**config.mk**
```make
export PLATFORM = sky130hd
export DESIGN_NAME = multi_key_debounce
export DESIGN_NICKNAME = d
export VERILOG_FILES = /design/src/rtl/multi_key_debounce.sv
export SDC_FILE = /design/constraint.sdc
export NUM_CORES = 1
export LEC_CHECK = 0
export ABC_AREA = 1
export CORE_AREA = 5 5 207 209
export DETAILED_ROUTE_END_ITERATION = 7
export DIE_AREA = 0 0 212 214
export MAX_ROUTING_LAYER = met4
export PLACE_DENSITY = 0.58
export SLEW_MARGIN = 20
export SYNTH_ARGS = -nofsm -noshare
export SYNTH_HDL_FRONTEND = slang
export SYNTH_SLANG_ARGS = --single-unit
```
**constraint.sdc**
```tcl
create_clock -name clk -period 5.4 [get_ports clk]
set_input_delay 1.35 -clock clk [delete_from_list [all_inputs] [get_ports clk]]
set_output_delay 1.35 -clock clk [all_outputs]
set_load 0.05 [all_outputs]
```
**src/rtl/multi_key_debounce.sv**
```systemverilog
`default_nettype none
// ============================================================================
// Module   : multi_key_debounce
// Purpose  : Debounces NUM_KEYS independent active-low mechanical keys. Each
//            channel has a two-flop synchronizer and a four-state FSM. It
//            reports the debounced level, press and release strobes, a
//            long-press strobe and, optionally, auto-repeat strobes.
// Build    : define KEY_AUTO_REPEAT_EN to include the auto-repeat timer.
//            Without it, repeat_pulse is tied low and no repeat counter exists.
// Ports    : clk           - rising-edge clock
//            n_rst         - asynchronous active-low reset
//            key_in        - raw keys, 0 = pressed
//            key_state     - debounced level per key, 1 = pressed
//            press_pulse   - one-cycle strobe on accepted press
//            release_pulse - one-cycle strobe on accepted release
//            long_pulse    - one-cycle strobe after LONG_CYCLES held
//            repeat_pulse  - one-cycle auto-repeat strobe
//            any_pressed   - OR of key_state
// Revision : 1.0 - initial release
// ============================================================================
module multi_key_debounce #(
  parameter int NUM_KEYS        = 4,
  parameter int DEBOUNCE_CYCLES = 1000000,
  parameter int LONG_CYCLES     = 50000000,
  parameter int REPEAT_CYCLES   = 10000000
) (
  input  logic                clk,
  input  logic                n_rst,
  input  logic [NUM_KEYS-1:0] key_in,
  output logic [NUM_KEYS-1:0] key_state,
  output logic [NUM_KEYS-1:0] press_pulse,
  output logic [NUM_KEYS-1:0] release_pulse,
  output logic [NUM_KEYS-1:0] long_pulse,
  output logic [NUM_KEYS-1:0] repeat_pulse,
  output logic                any_pressed
);

  // The debounce counter tops out at DEBOUNCE_CYCLES-1.
  // The hold counter saturates at LONG_CYCLES.
  localparam int c_db_w   = (DEBOUNCE_CYCLES > 1) ? $clog2(DEBOUNCE_CYCLES) : 1;
  localparam int c_hold_w = $clog2(LONG_CYCLES + 1);

  localparam logic [c_db_w-1:0]   c_db_last  = c_db_w'(DEBOUNCE_CYCLES - 1);
  localparam logic [c_hold_w-1:0] c_long     = c_hold_w'(LONG_CYCLES);
  localparam logic [c_hold_w-1:0] c_long_m2  = c_hold_w'(LONG_CYCLES - 2);

  typedef enum logic [1:0] {
    ST_IDLE    = 2'd0,
    ST_DB_DOWN = 2'd1,
    ST_HELD    = 2'd2,
    ST_DB_UP   = 2'd3
  } state_t;

  // --------------------------------------------------------------------------
  // Two-flop synchronizer. It resets to 1, which is the "released" level.
  // --------------------------------------------------------------------------
  logic [NUM_KEYS-1:0] r_sync1;
  logic [NUM_KEYS-1:0] r_sync2;

  always_ff @(posedge clk or negedge n_rst) begin
    if (!n_rst) begin
      r_sync1 <= '1;
      r_sync2 <= '1;
    end else begin
      r_sync1 <= key_in;
      r_sync2 <= r_sync1;
    end
  end

  // Next-cycle debounced level of every channel. It feeds the registered
  // any_pressed so that any_pressed lines up with key_state.
  logic [NUM_KEYS-1:0] w_ks_nxt;

  // --------------------------------------------------------------------------
  // Per-channel debounce FSM
  // --------------------------------------------------------------------------
  for (genvar k = 0; k < NUM_KEYS; k++) begin : g_chan
    state_t                r_state;
    state_t                w_state_nxt;
    logic [c_db_w-1:0]     r_db_cnt;
    logic [c_db_w-1:0]     w_db_nxt;
    logic [c_hold_w-1:0]   r_hold_cnt;
    logic [c_hold_w-1:0]   w_hold_nxt;
    logic                  w_s;
    logic                  w_hold_step;
    logic                  w_press;
    logic                  w_release;
    logic                  w_long;
    logic                  w_repeat;
    logic                  r_key_state;
    logic                  r_press;
    logic                  r_release;
    logic                  r_long;
    logic                  r_repeat;

    assign w_s = r_sync2[k];

    // A hold step is a cycle spent in HELD with the key still down. The
    // long-press and repeat timers advance only on these cycles, so both
    // timers are frozen while a release is being debounced.
    assign w_hold_step = (r_state == ST_HELD) && !w_s;

    always_comb begin
      w_state_nxt = r_state;
      w_db_nxt    = r_db_cnt;
      w_hold_nxt  = r_hold_cnt;
      w_press     = 1'b0;
      w_release   = 1'b0;
      w_long      = 1'b0;
      case (r_state)
        ST_IDLE: begin
          if (!w_s) begin
            w_state_nxt = ST_DB_DOWN;
            w_db_nxt    = '0;
          end
        end
        ST_DB_DOWN: begin
          if (w_s) begin
            w_state_nxt = ST_IDLE;
            w_db_nxt    = '0;
          end else if (r_db_cnt == c_db_last) begin
            w_state_nxt = ST_HELD;
            w_db_nxt    = '0;
            w_hold_nxt  = '0;
            w_press     = 1'b1;
          end else begin
            w_db_nxt = r_db_cnt + 1'b1;
          end
        end
        ST_HELD: begin
          if (w_s) begin
            // Leave hold counter untouched: a bounce must not restart it.
            w_state_nxt = ST_DB_UP;
            w_db_nxt    = '0;
          end else if (w_hold_step) begin
            if (r_hold_cnt < c_long) begin
              w_hold_nxt = r_hold_cnt + 1'b1;
            end
            // The strobe fires on the step that brings the count to
            // LONG_CYCLES-1. Saturation means this value is seen only
            // once per press.
            if (r_hold_cnt == c_long_m2) begin
              w_long = 1'b1;
            end
          end
        end
        ST_DB_UP: begin
          if (!w_s) begin
            w_state_nxt = ST_HELD;
            w_db_nxt    = '0;
          end else if (r_db_cnt == c_db_last) begin
            w_state_nxt = ST_IDLE;
            w_db_nxt    = '0;
            w_hold_nxt  = '0;
            w_release   = 1'b1;
          end else begin
            w_db_nxt = r_db_cnt + 1'b1;
          end
        end
        default: begin
          w_state_nxt = ST_IDLE;
          w_db_nxt    = '0;
          w_hold_nxt  = '0;
        end
      endcase
    end

`ifdef KEY_AUTO_REPEAT_EN
    localparam int                 c_rep_w    = (REPEAT_CYCLES > 1) ? $clog2(REPEAT_CYCLES) : 1;
    localparam logic [c_rep_w-1:0] c_rep_last = c_rep_w'(REPEAT_CYCLES - 1);
    localparam logic [c_hold_w-1:0] c_long_m1 = c_hold_w'(LONG_CYCLES - 1);

    logic [c_rep_w-1:0] r_rep_cnt;
    logic [c_rep_w-1:0] w_rep_nxt;

    // The repeat timer runs only after the long strobe has fired, which is
    // when the hold count is at LONG_CYCLES-1 or has saturated.
    always_comb begin
      w_rep_nxt = r_rep_cnt;
      w_repeat  = 1'b0;
      if (w_press || w_release) begin
        w_rep_nxt = '0;
      end else if (w_hold_step && (r_hold_cnt >= c_long_m1)) begin
        if (r_rep_cnt == c_rep_last) begin
          w_repeat  = 1'b1;
          w_rep_nxt = '0;
        end else begin
          w_rep_nxt = r_rep_cnt + 1'b1;
        end
      end
    end

    always_ff @(posedge clk or negedge n_rst) begin
      if (!n_rst) begin
        r_rep_cnt <= '0;
      end else begin
        r_rep_cnt <= w_rep_nxt;
      end
    end
`else
    assign w_repeat = 1'b0;
`endif

    always_ff @(posedge clk or negedge n_rst) begin
      if (!n_rst) begin
        r_state     <= ST_IDLE;
        r_db_cnt    <= '0;
        r_hold_cnt  <= '0;
        r_key_state <= 1'b0;
        r_press     <= 1'b0;
        r_release   <= 1'b0;
        r_long      <= 1'b0;
        r_repeat    <= 1'b0;
      end else begin
        r_state     <= w_state_nxt;
        r_db_cnt    <= w_db_nxt;
        r_hold_cnt  <= w_hold_nxt;
        r_key_state <= w_ks_nxt[k];
        r_press     <= w_press;
        r_release   <= w_release;
        r_long      <= w_long;
        r_repeat    <= w_repeat;
      end
    end

    assign w_ks_nxt[k]      = (w_state_nxt == ST_HELD) || (w_state_nxt == ST_DB_UP);
    assign key_state[k]     = r_key_state;
    assign press_pulse[k]   = r_press;
    assign release_pulse[k] = r_release;
    assign long_pulse[k]    = r_long;
    assign repeat_pulse[k]  = r_repeat;
  end

  logic r_any;

  always_ff @(posedge clk or negedge n_rst) begin
    if (!n_rst) begin
      r_any <= 1'b0;
    end else begin
      r_any <= |w_ks_nxt;
    end
  end

  assign any_pressed = r_any;

endmodule
`default_nettype wire

```
==> reports/qor_table.md, run 1 <==
| Result | Reported |
|---|---|
| Unrepaired setup endpoints after global routing | no |
| RePlAce Congestion | 0.939 |
| Endpoint required time on the critical path | 4.05 ns |
| Cell type group with the largest total delay on the critical path | buffers and inverters |
| Seq/Total Area, Yosys | 0.383 |
| Crit. Startpoint | g_chan[1].r_key_state |
| Critical Path AT | 1.78 ns |
| Number of global-route vias before repair | 12066 |
| Width of the die | 212 um |
| IO Port Bufs | 22 |
| Reg-to-reg slack, setup | 2.92 ns |
| Multi-input gate area in the final layout | 7640 um^2 |
| H-tree depth reported by CTS | 1 |
| Gr ovfl total | 0 |
| Yosys top cell area share | 0.368 |
| Post-CTS Setup Repair Bufs | 0 |
| Share of synthesized registers carrying an async set or reset | 1.00 |
| Number of setup violations in the final report | 0 |
| Wire length of the first global-routing pass | 58500 um |
| Share of the clock period used by the worst path after layout | 0.580 |
| CTS Root Cell | sky130_fd_sc_hd__clkbuf_16 |
| Hold buffers post-CTS | 0 |
| Worst Clk Skew | 0.0241 ns |
| First-pass iteration count of the detailed router | 6 |
| Total power consumption of the routed design | 3.92 mW |
| Average instance area after synthesis | 6.85 um^2 |
| Routed vias/inst | 4.83 |
| Ports | 27 |
| Number of slew-limit violations in the final report | 0 |
| Die height | 214 um |
| Worst-path clk slew | 0.06 ns |
| Standard-cell rows | 74 |
| Crit path capture | key_state[1] |
| Peak clock frequency supported by timing | 319 MHz |
| Clk Latency, worst-skew pair | 0.57 ns |
| Gate Count Post-Synth | 2063 |
| Via count of the routed design | 12624 |
| Ordered cell list for the critical path | clkdlybuf4s50_1 |
| Synthesized flop and latch total | 216 |
| Worst path max stage delay | 0.83 ns |
| Source of the worst register-to-register timing path | g_chan[2].r_state[0] |
| Post-synthesis instance area | 14100 um^2 |
| DRC errors left | 0 |
| Combined global-route utilization of all metal layers | 0.151 |
| Sum of routed wire length over all layers | 33300 um |
| DIE AREA | 45400 um^2 |
| Number of nets still failing antenna checks after routing | 0 |
| Power density over cell area | 249 nW/um^2 |
| Register area | 5420 um^2 |
| Number of nets in the finished design | 2075 |
| Slowest-stage cell, CP | sky130_fd_sc_hd__clkdlybuf4s50_1 |
| Maximum number of buffers from clock root to sink | 3 |
| Fin crit period | 3.13 ns |
| Setup TNS | 0 ns |
| Layout cell share with drive strength beyond 1 | 0.0760 |
| Initial standard-cell utilization of the core | 0.348 |
| Maximum number of pins on one net before global-route repair | 104 |
| Number of distinct library cell variants in the gate-level netlist after synthesis | 42 |
| Leakage power summed over all cells | 6.64 nW |
| Diodes inserted | 0 |
| Post-synth EDFFs | 0 |
| Run status | finished clean |
| Top cells by area, synth | sky130_fd_sc_hd__dfrtp_1, sky130_fd_sc_hd__nand2_1, sky130_fd_sc_hd__nor2_1 |
| Min-Delay Path Class | reg2reg |
| RR Endpoint | g_chan[2].r_hold_cnt[1] |
| CTS Sinks | 216 |
| Final-report hold violation count | 0 |
| Critical path depth in cells | 1 |
| Reg2reg path depth | 6 |
| Placeable core region | 40600 um^2 |
| Gates resized, CTS repair | 0 |
| Biggest fanout along the worst timing path | 4 |
| Cts bufs inserted | 28 |
| Area added between synthesis and finish | 11.5% |
| Library cell occupying the most area in the post-synthesis netlist | sky130_fd_sc_hd__dfrtp_1 |
| Initial antenna violation count | 0 |
| Number of buffers and inverters on the critical path | 1 |
| WL/cell | 12.7 um |
| Most used DFF post-synth | sky130_fd_sc_hd__dfrtp_1 |
| 1st-iter DRT viols | 664 |
| Transition time at the pin with the least slew margin | 0.967 ns |
| Rel. slew slack | 0.355 |
| Number of fillers in the final layout | 4213 |
| HPWL Detailed | 23400 um |
| Max-cap check violation count | 0 |
| Worst ir drop on vdd | 212 uV |
| TritonCTS clock tree | built |
| Category of the most critical setup path | reg2out |
| Nature of the critical path startpoint | flop |
| Warning count from the yosys run | 0 |
| Worst Setup End Kind | output port |
## final cells by class
class                      count  area share
multi-input combinational   1605       0.485
sequential                   216       0.344
clock buffer                  32      0.0473
inverter                     180      0.0429
tap                          532      0.0422
clock inverter                20      0.0224
timing repair buffer          26      0.0170
## registers in the layout, summed over array words and instances, names as in the netlist
register,flops
g_chan.r_hold_cnt,104
any_pressed,1
g_chan.r_release,4
g_chan.r_state,7
g_chan.r_db_cnt,80
g_chan.r_long,4
r_sync1,4
g_chan.r_press,4
g_chan.r_key_state,4
r_sync2,4
## cell usage after synthesis, types with 2 or more instances
cell type                  instances
sky130_fd_sc_hd__buf_6             6
sky130_fd_sc_hd__nand2_1         657
sky130_fd_sc_hd__o21ai_1           5
sky130_fd_sc_hd__o21ai_0          55
sky130_fd_sc_hd__xor2_1           54
sky130_fd_sc_hd__or2_1             2
sky130_fd_sc_hd__nor3_1           32
sky130_fd_sc_hd__nand3_1         224
sky130_fd_sc_hd__buf_8             2
sky130_fd_sc_hd__nand2_2          23
sky130_fd_sc_hd__nor4_1            8
sky130_fd_sc_hd__clkbuf_1         13
sky130_fd_sc_hd__dfstp_2           8
sky130_fd_sc_hd__nor3_2            6
sky130_fd_sc_hd__xnor2_1          32
sky130_fd_sc_hd__buf_4            24
sky130_fd_sc_hd__nor2_4            3
sky130_fd_sc_hd__nand4_1          29
sky130_fd_sc_hd__inv_2             9
sky130_fd_sc_hd__nor2_1          344
sky130_fd_sc_hd__o22ai_1          21
sky130_fd_sc_hd__inv_1           166
sky130_fd_sc_hd__nand2_4           9
sky130_fd_sc_hd__nor2_2           13
sky130_fd_sc_hd__a21boi_0          3
sky130_fd_sc_hd__a31oi_1           5
sky130_fd_sc_hd__a21oi_1          21
sky130_fd_sc_hd__clkinv_1          5
sky130_fd_sc_hd__o211ai_1          3
sky130_fd_sc_hd__buf_2            20
sky130_fd_sc_hd__nand3_2          25
sky130_fd_sc_hd__o31ai_1           2
sky130_fd_sc_hd__nand3b_1          7
sky130_fd_sc_hd__dfrtp_1         208
sky130_fd_sc_hd__ha_1             12
## per-layer routing
layer  share of wire  track usage
met5               0            -
met4           0.023       0.0406
met2            0.45        0.236
met3           0.039       0.0215
met1            0.49        0.206
## metrics by stage
| stage | std cells | cell area, um^2 | hold slack, ns | util | setup WS (ns) |
|---|---|---|---|---|---|
| global route | 2611 | 15800 | 0.355 | 0.388 | 2.21 |
| detailed placement | 2559 | 14700 | 0.347 | 0.361 | 2.75 |
| global placement | 2559 | 14700 | 0.346 | 0.360 | 2.80 |
| floorplan | 2066 | 14100 | 0.345 | - | 3.46 |
| CTS | 2611 | 15800 | 0.351 | 0.388 | 2.22 |
| finish | 2611 | 15800 | 0.350 | 0.388 | 2.27 |
## kinds of logic after synthesis
kind of cell             Yosys count  synth area share
XOR/XNOR                          86            0.0533
adder cells (fa/ha/maj)           12            0.0106
AO/OA/AOI/OAI                    119            0.0477
buffers and inverters            245            0.0780
other                              1          0.000265
flip-flops                       216             0.383
AND/OR/NAND/NOR                 1384             0.427
## power breakdown
part	switching [mW]	internal (mW)
logic	0.0834	0.0183
clock network	0.755	1.42
registers	0.0109	1.63
total	0.850	3.07
## worst min path at each step
stage | from | endpoint | slack (ns) | depth (start not counted)
after floorplan | r_sync1[0] | r_sync2[0] | 0.35 | 0
after global placement | r_sync1[0] | r_sync2[0] | 0.35 | 0
after detailed placement | r_sync1[0] | r_sync2[0] | 0.35 | 0
after CTS | r_sync1[1] | r_sync2[1] | 0.35 | 0
after global routing | r_sync1[1] | r_sync2[1] | 0.36 | 0
final | r_sync1[1] | r_sync2[1] | 0.35 | 0
## placed cells by master, fill, tap and decap left out, types with 4 or more instances in the layout
| cell | n |
|---|---|
| sky130_fd_sc_hd__a21oi_1 | 20 |
| sky130_fd_sc_hd__a31oi_1 | 5 |
| sky130_fd_sc_hd__bufinv_16 | 9 |
| sky130_fd_sc_hd__clkbuf_16 | 28 |
| sky130_fd_sc_hd__clkdlybuf4s50_1 | 21 |
| sky130_fd_sc_hd__clkinv_1 | 5 |
| sky130_fd_sc_hd__clkinv_2 | 5 |
| sky130_fd_sc_hd__conb_1 | 4 |
| sky130_fd_sc_hd__dfrtp_1 | 208 |
| sky130_fd_sc_hd__dfstp_2 | 8 |
| sky130_fd_sc_hd__ha_1 | 12 |
| sky130_fd_sc_hd__inv_1 | 166 |
| sky130_fd_sc_hd__inv_2 | 9 |
| sky130_fd_sc_hd__nand2_1 | 657 |
| sky130_fd_sc_hd__nand2_2 | 23 |
| sky130_fd_sc_hd__nand2_4 | 9 |
| sky130_fd_sc_hd__nand3_1 | 224 |
| sky130_fd_sc_hd__nand3_2 | 25 |
| sky130_fd_sc_hd__nand3b_1 | 7 |
| sky130_fd_sc_hd__nand4_1 | 29 |
| sky130_fd_sc_hd__nor2_1 | 344 |
| sky130_fd_sc_hd__nor2_2 | 13 |
| sky130_fd_sc_hd__nor3_1 | 32 |
| sky130_fd_sc_hd__nor3_2 | 6 |
| sky130_fd_sc_hd__nor4_1 | 8 |
| sky130_fd_sc_hd__o21ai_0 | 55 |
| sky130_fd_sc_hd__o21ai_1 | 5 |
| sky130_fd_sc_hd__o22ai_1 | 21 |
| sky130_fd_sc_hd__xnor2_1 | 32 |
| sky130_fd_sc_hd__xor2_1 | 54 |
No activity file was read; power rests on OpenSTA's default activity.
==> inputs of run 2 (changes only) <==
- clock period: 5.4 -> 3.1 ns (I/O delays scaled with it)
==> reports/qor_table.md, run 2 (synthesis results as in run 1) <==
| Result | Reported | vs previous |
|---|---|---|
| Placed Cells | 2567 | +0.31% |
| Leakage power summed over all cells | 6.63 nW | about the same |
| Width of the die | 212 um | unchanged |
| Number of global-route vias before repair | 12264 | +1.6% |
| Placeable core region | 40600 um^2 | unchanged |
| Number of nets in the finished design | 2082 | +0.34% |
| Flip-flop count of the largest register after layout | 104 | unchanged |
| Register name with the most flops | g_chan.r_hold_cnt |  |
| Number of buffers and inverters on the critical path | 1 | unchanged |
| Gr ovfl total | 0 | unchanged |
| First-pass iteration count of the detailed router | 5 | -1 |
| Cts bufs inserted | 27 | -3.6% |
| Hold buffers post-CTS | 0 | unchanged |
| RR Endpoint | g_chan[2].r_hold_cnt[5] |  |
| RePlAce Congestion | 0.920 | -2.0% |
| CTS Sinks | 216 | unchanged |
| Maximum number of pins on one net before global-route repair | 67 | -36% |
| Most common cell after layout, fill and taps aside | sky130_fd_sc_hd__nand2_1 |  |
| Category of the most critical setup path | reg2out |  |
| Worst-path clk slew | 0.06 ns | about the same |
| 1st-iter DRT viols | 874 | +32% |
| Layout cell share with drive strength beyond 1 | 0.0782 | +0.00218 |
| Combined global-route utilization of all metal layers | 0.151 | about the same |
| Ordered cell list for the critical path | clkdlybuf4s50_1 |  |
| Area added between synthesis and finish | 11.3% |  |
| Share of the clock period used by the worst path after layout | 0.845 |  |
| Sum of routed wire length over all layers | 33300 um | about the same |
| Diodes inserted | 0 | unchanged |
| IO Port Bufs | 22 | unchanged |
| Nature of the critical path startpoint | flop |  |
| Initial antenna violation count | 0 | unchanged |
| Number of nets still failing antenna checks after routing | 0 | unchanged |
| Source of the worst register-to-register timing path | g_chan[2].r_state[0] |  |
| Max-cap check violation count | 0 | unchanged |
| Critical Path AT | 1.84 ns | +0.06 ns |
| Final Hold Slack | 0.172 ns | -0.178 ns |
| Min-Delay Path Class | in2async |  |
| Worst Setup End Kind | output port |  |
| Rel. slew slack | 0.339 | -0.0154 |
| Peak clock frequency supported by timing | 382 MHz |  |
| DRC errors left | 0 | unchanged |
| Slowest-stage cell, CP | sky130_fd_sc_hd__clkdlybuf4s50_1 |  |
| Power density over cell area | 413 nW/um^2 | +66% |
| Wire length of the first global-routing pass | 58400 um | about the same |
| Routed vias/inst | 4.88 | +1.0% |
| Endpoint required time on the critical path | 2.32 ns | -1.73 ns |
| Biggest registers after layout | g_chan.r_hold_cnt x104, g_chan.r_db_cnt x80, g_chan.r_state x7 |  |
| Biggest fanout along the worst timing path | 4 | unchanged |
| Cell type group with the largest total delay on the critical path | buffers and inverters |  |
| Reg-to-reg slack, setup | 0.79 ns | -2.13 ns |
| Via count of the routed design | 12779 | +1.2% |
| Worst path max stage delay | 0.88 ns | +0.05 ns |
| Unrepaired setup endpoints after global routing | no |  |
| Transition time at the pin with the least slew margin | 0.990 ns | +0.0231 ns |
| Fin crit period | 2.62 ns |  |
| Maximum number of buffers from clock root to sink | 3 | unchanged |
| Worst Clk Skew | 0.0268 ns | +0.00268 ns |
| Run status | finished clean |  |
| Most frequent cells in the layout | sky130_fd_sc_hd__nand2_1, sky130_fd_sc_hd__nor2_1, sky130_fd_sc_hd__nand3_1, sky130_fd_sc_hd__dfrtp_1, sky130_fd_sc_hd__inv_1 |  |
| Number of setup violations in the final report | 0 | unchanged |
| Non-Filler Instances | 2617 | +0.23% |
| Gates resized, CTS repair | 0 | unchanged |
| Worst ir drop on vdd | 390 uV | +84% |
| Setup TNS | 0 ns | unchanged |
| Number of fillers in the final layout | 4181 | -0.76% |
| Number of slew-limit violations in the final report | 0 | unchanged |
| TritonCTS clock tree | built |  |
| WL/cell | 12.7 um | -0.26% |
| DIE AREA | 45400 um^2 | unchanged |
| Die height | 214 um | unchanged |
| Standard-cell rows | 74 | unchanged |
| H-tree depth reported by CTS | 1 | unchanged |
| Clk Latency, worst-skew pair | 0.56 ns | about the same |
| Initial standard-cell utilization of the core | 0.348 | unchanged |
| Reg2reg path depth | 8 | +2 |
| HPWL Detailed | 23400 um | about the same |
| Ports | 27 | unchanged |
| Post-CTS Setup Repair Bufs | 0 | unchanged |
| Final-report hold violation count | 0 | unchanged |
| CTS Root Cell | sky130_fd_sc_hd__clkbuf_16 |  |
run 2: cell types whose count changed in the layout (fill, tap and decap cells not counted):
cell,change
sky130_fd_sc_hd__a21oi_1,+1
sky130_fd_sc_hd__a21oi_2,-1
sky130_fd_sc_hd__buf_12,+1
sky130_fd_sc_hd__buf_4,+7
sky130_fd_sc_hd__bufinv_16,-4
sky130_fd_sc_hd__clkbuf_16,-1
sky130_fd_sc_hd__clkbuf_8,+4
sky130_fd_sc_hd__clkinv_8,-1
sky130_fd_sc_hd__o21ai_2,-1
sky130_fd_sc_hd__o21ai_4,+1
sky130_fd_sc_hd__o22ai_2,+1
sky130_fd_sc_hd__o22ai_4,-1
run 2: power breakdown:
group          switching (mW)  leakage (nW)  internal [mW]
registers              0.0186          2.98           2.84
logic                   0.146          3.17         0.0382
clock network            1.27         0.488           2.18
run 2: area by class of cell:
| type | count | area, um^2 | share of cell area |
|---|---|---|---|
| Timing Repair Buffer | 34 | 340 | 0.0216 |
| Clock buffer | 35 | 776 | 0.0493 |
| Clock inverter | 15 | 216 | 0.0138 |
| Multi-Input combinational cell | 1605 | 7640 | 0.486 |
| Tap cell | 532 | 666 | 0.0423 |
| Inverter | 180 | 676 | 0.0430 |
| Sequential cell | 216 | 5420 | 0.344 |
run 2: stage by stage:
step | cell area [um^2] | util | power, mW | worst slack [ns]
detailed placement | 14700 | 0.362 | 3.10 | 0.812
global placement | 14700 | 0.362 | 3.10 | 0.867
floorplan | 14100 | - | 3.00 | 1.41
finish | 15700 | 0.387 | 6.49 | 0.481
global route | 15700 | 0.387 | 6.75 | 0.429
CTS | 15700 | 0.387 | 6.62 | 0.421
run 2: how the worst max path moves through the flow:
stage                                startpoint                  endpoint  cells past startpoint
after floorplan           g_chan[2].r_db_cnt[0]  g_chan[2].r_hold_cnt[20]                     11
after global placement     g_chan[2].r_state[0]   g_chan[2].r_hold_cnt[2]                      8
after detailed placement   g_chan[2].r_state[0]   g_chan[2].r_hold_cnt[5]                      8
after CTS                 g_chan[1].r_key_state              key_state[1]                      1
after global routing      g_chan[1].r_key_state              key_state[1]                      1
final                     g_chan[1].r_key_state              key_state[1]                      1
run 2: layer usage:
layer  wire length, um  global-route usage  up-vias  share of wire
met5                 0                   -        -              0
met4               760              0.0337        0          0.023
met3              1080              0.0209       60          0.032
met2             15300               0.243      228           0.46
met1             16100               0.204     5932           0.49
li1                  -                   -     6559              -
==> inputs of run 3 (changes only) <==
- PLACE_DENSITY: 0.58 -> 0.59
- clock period: 3.1 -> 2.15 ns (I/O delays scaled with it)
==> reports/qor_table.md, run 3 (synthesis results as in run 1) <==
| Result | Reported | vs previous |
|---|---|---|
| Run status | finished clean |  |
| Rel. slew slack | 0.621 | +0.282 |
| Share of the clock period used by the worst path after layout | 0.951 |  |
| TritonCTS clock tree | built |  |
| WL/cell | 13.1 um | +3.0% |
| Worst ir drop on vdd | 503 uV | +29% |
| Max-cap check violation count | 0 | unchanged |
| Final-report hold violation count | 0 | unchanged |
| Peak clock frequency supported by timing | 489 MHz |  |
| Standard-cell rows | 74 | unchanged |
| RePlAce Congestion | 0.945 | +2.7% |
| H-tree depth reported by CTS | 1 | unchanged |
| Most frequent cells in the layout | sky130_fd_sc_hd__nand2_1, sky130_fd_sc_hd__nor2_1, sky130_fd_sc_hd__nand3_1, sky130_fd_sc_hd__dfrtp_1, sky130_fd_sc_hd__inv_1 |  |
| Layout cell share with drive strength beyond 1 | 0.0883 | +0.0101 |
| Worst Setup End Kind | output port |  |
| Number of setup violations in the final report | 0 | unchanged |
| Clk Latency, worst-skew pair | 0.57 ns | about the same |
| Post-route worst setup slack | 0.105 ns | -0.376 ns |
| HPWL Detailed | 24500 um | +5.1% |
| Number of slew-limit violations in the final report | 0 | unchanged |
| Leakage power summed over all cells | 6.78 nW | +2.2% |
| Cell type group with the largest total delay on the critical path | buffers and inverters |  |
| Worst-path clk slew | 0.06 ns | about the same |
| Maximum number of buffers from clock root to sink | 3 | unchanged |
| Number of nets still failing antenna checks after routing | 0 | unchanged |
| Number of global-route vias before repair | 12293 | +0.24% |
| Critical Path AT | 1.51 ns | -0.33 ns |
| Placeable core region | 40600 um^2 | unchanged |
| Startpoint of the tightest hold check path | r_sync1[0] |  |
| Number of buffers and inverters on the critical path | 1 | unchanged |
| Total power consumption of the routed design | 9.29 mW | +43% |
| Cts bufs inserted | 28 | +3.7% |
| Initial standard-cell utilization of the core | 0.348 | unchanged |
| Biggest registers after layout | g_chan.r_hold_cnt x104, g_chan.r_db_cnt x80, g_chan.r_state x7 |  |
| Source of the worst register-to-register timing path | g_chan[2].r_db_cnt[1] |  |
| Worst Clk Skew | 0.0259 ns | -0.000896 ns |
| Crit. Startpoint | g_chan[1].r_release |  |
| Category of the most critical setup path | reg2out |  |
| Maximum number of pins on one net before global-route repair | 66 | -1.5% |
| Via count of the routed design | 13001 | +1.7% |
| Worst path max stage delay | 0.55 ns | -0.33 ns |
| Gr ovfl total | 0 | unchanged |
| Width of the die | 212 um | unchanged |
| Unrepaired setup endpoints after global routing | no |  |
| CTS Root Cell | sky130_fd_sc_hd__clkbuf_16 |  |
| Fin crit period | 2.04 ns |  |
| Number of fillers in the final layout | 4206 | +0.60% |
| Post-CTS Setup Repair Bufs | 0 | unchanged |
| Most common cell after layout, fill and taps aside | sky130_fd_sc_hd__nand2_1 |  |
| Biggest fanout along the worst timing path | 1 | -3 |
| Ports | 27 | unchanged |
| Transition time at the pin with the least slew margin | 0.563 ns | -0.427 ns |
| Routed vias/inst | 4.93 | +0.89% |
| Number of nets in the finished design | 2103 | +1.0% |
| Pre-CTS worst setup slack | 0.171 ns | -0.641 ns |
| Die height | 214 um | unchanged |
| First-pass iteration count of the detailed router | 5 | unchanged |
| Min-Delay Path Class | reg2reg |  |
| 1st-iter DRT viols | 970 | +11% |
| DRC errors left | 0 | unchanged |
| Nature of the critical path startpoint | flop |  |
| Ordered cell list for the critical path | dlygate4sd2_1 |  |
| Power density over cell area | 586 nW/um^2 | +42% |
| Sum of routed wire length over all layers | 34500 um | +3.9% |
| Combined global-route utilization of all metal layers | 0.156 | +0.00478 |
| Slowest-stage cell, CP | sky130_fd_sc_hd__dlygate4sd2_1 |  |
| DIE AREA | 45400 um^2 | unchanged |
| Area added between synthesis and finish | 12.2% |  |
| Wire length of the first global-routing pass | 60100 um | +2.8% |
| Register name with the most flops | g_chan.r_hold_cnt |  |
| Setup TNS | 0 ns | unchanged |
| Flip-flop count of the largest register after layout | 104 | unchanged |
| Diodes inserted | 0 | unchanged |
| Endpoint required time on the critical path | 1.61 ns | -0.71 ns |
| Initial antenna violation count | 0 | unchanged |
| CTS Sinks | 216 | unchanged |
| IO Port Bufs | 22 | unchanged |
[run 3: cell types whose count changed in the layout (fill, tap and decap cells not counted), moves of 3 or more]
cell / previous run / this run
sky130_fd_sc_hd__clkdlybuf4s50_1: 21 / 4
sky130_fd_sc_hd__clkinv_4: 2 / 5
sky130_fd_sc_hd__dlygate4sd2_1: 0 / 15
sky130_fd_sc_hd__buf_4: 10 / 29
[run 3: worst paths after layout]
path | end | slack (ns) | depth (start not counted)
hold reg to reg | r_sync2[0] | 0.36 | 0
min in group asynchronous | g_chan[3].r_long | 0.43 | 2
setup reg to reg | g_chan[2].r_db_cnt[16] | 0.24 | 10
setup / recovery | release_pulse[1] | 0.11 | 1
hold / removal | r_sync2[0] | 0.36 | 0
max in group asynchronous | g_chan[1].r_hold_cnt[16] | 1.03 | 3
[run 3: layer usage]
layer,up-vias,global-route usage,part of all wire
met5,-,-,0
met4,0,0.0354,0.023
met3,51,0.0209,0.037
met2,251,0.234,0.44
met1,6105,0.225,0.50
li1,6594,-,-
[run 3: where the power goes]
part	internal [mW]	switching [mW]	leakage, nW
clock	2.94	1.93	0.467
combinational	0.0711	0.219	3.34
sequential	4.10	0.0267	2.98
[run 3: cell type report]
class | count | area, um^2 | area share
timing repair buffer | 54 | 485 | 0.0306
clock buffer | 36 | 781 | 0.0492
clock inverter | 16 | 195 | 0.0123
sequential | 216 | 5420 | 0.341
inverter | 180 | 676 | 0.0426
tap | 532 | 666 | 0.0420
multi-input combinational | 1605 | 7640 | 0.482
[run 3: what timing repair did]
item,4_1_cts,5_1_grt
gates resized for setup,15,4
endpoints found under the hold margin,27,0
hold buffers,1,0
setup endpoints to repair,15,9
[run 3: through the flow]
stage	hold WS, ns	cells	util	area (um^2)
after floorplan	0.242	2066	-	14100
after global placement	0.348	2586	0.366	14900
after detailed placement	0.350	2586	0.366	14900
after CTS	0.349	2639	0.390	15800
after global routing	0.362	2639	0.390	15900
final	0.358	2639	0.390	15900
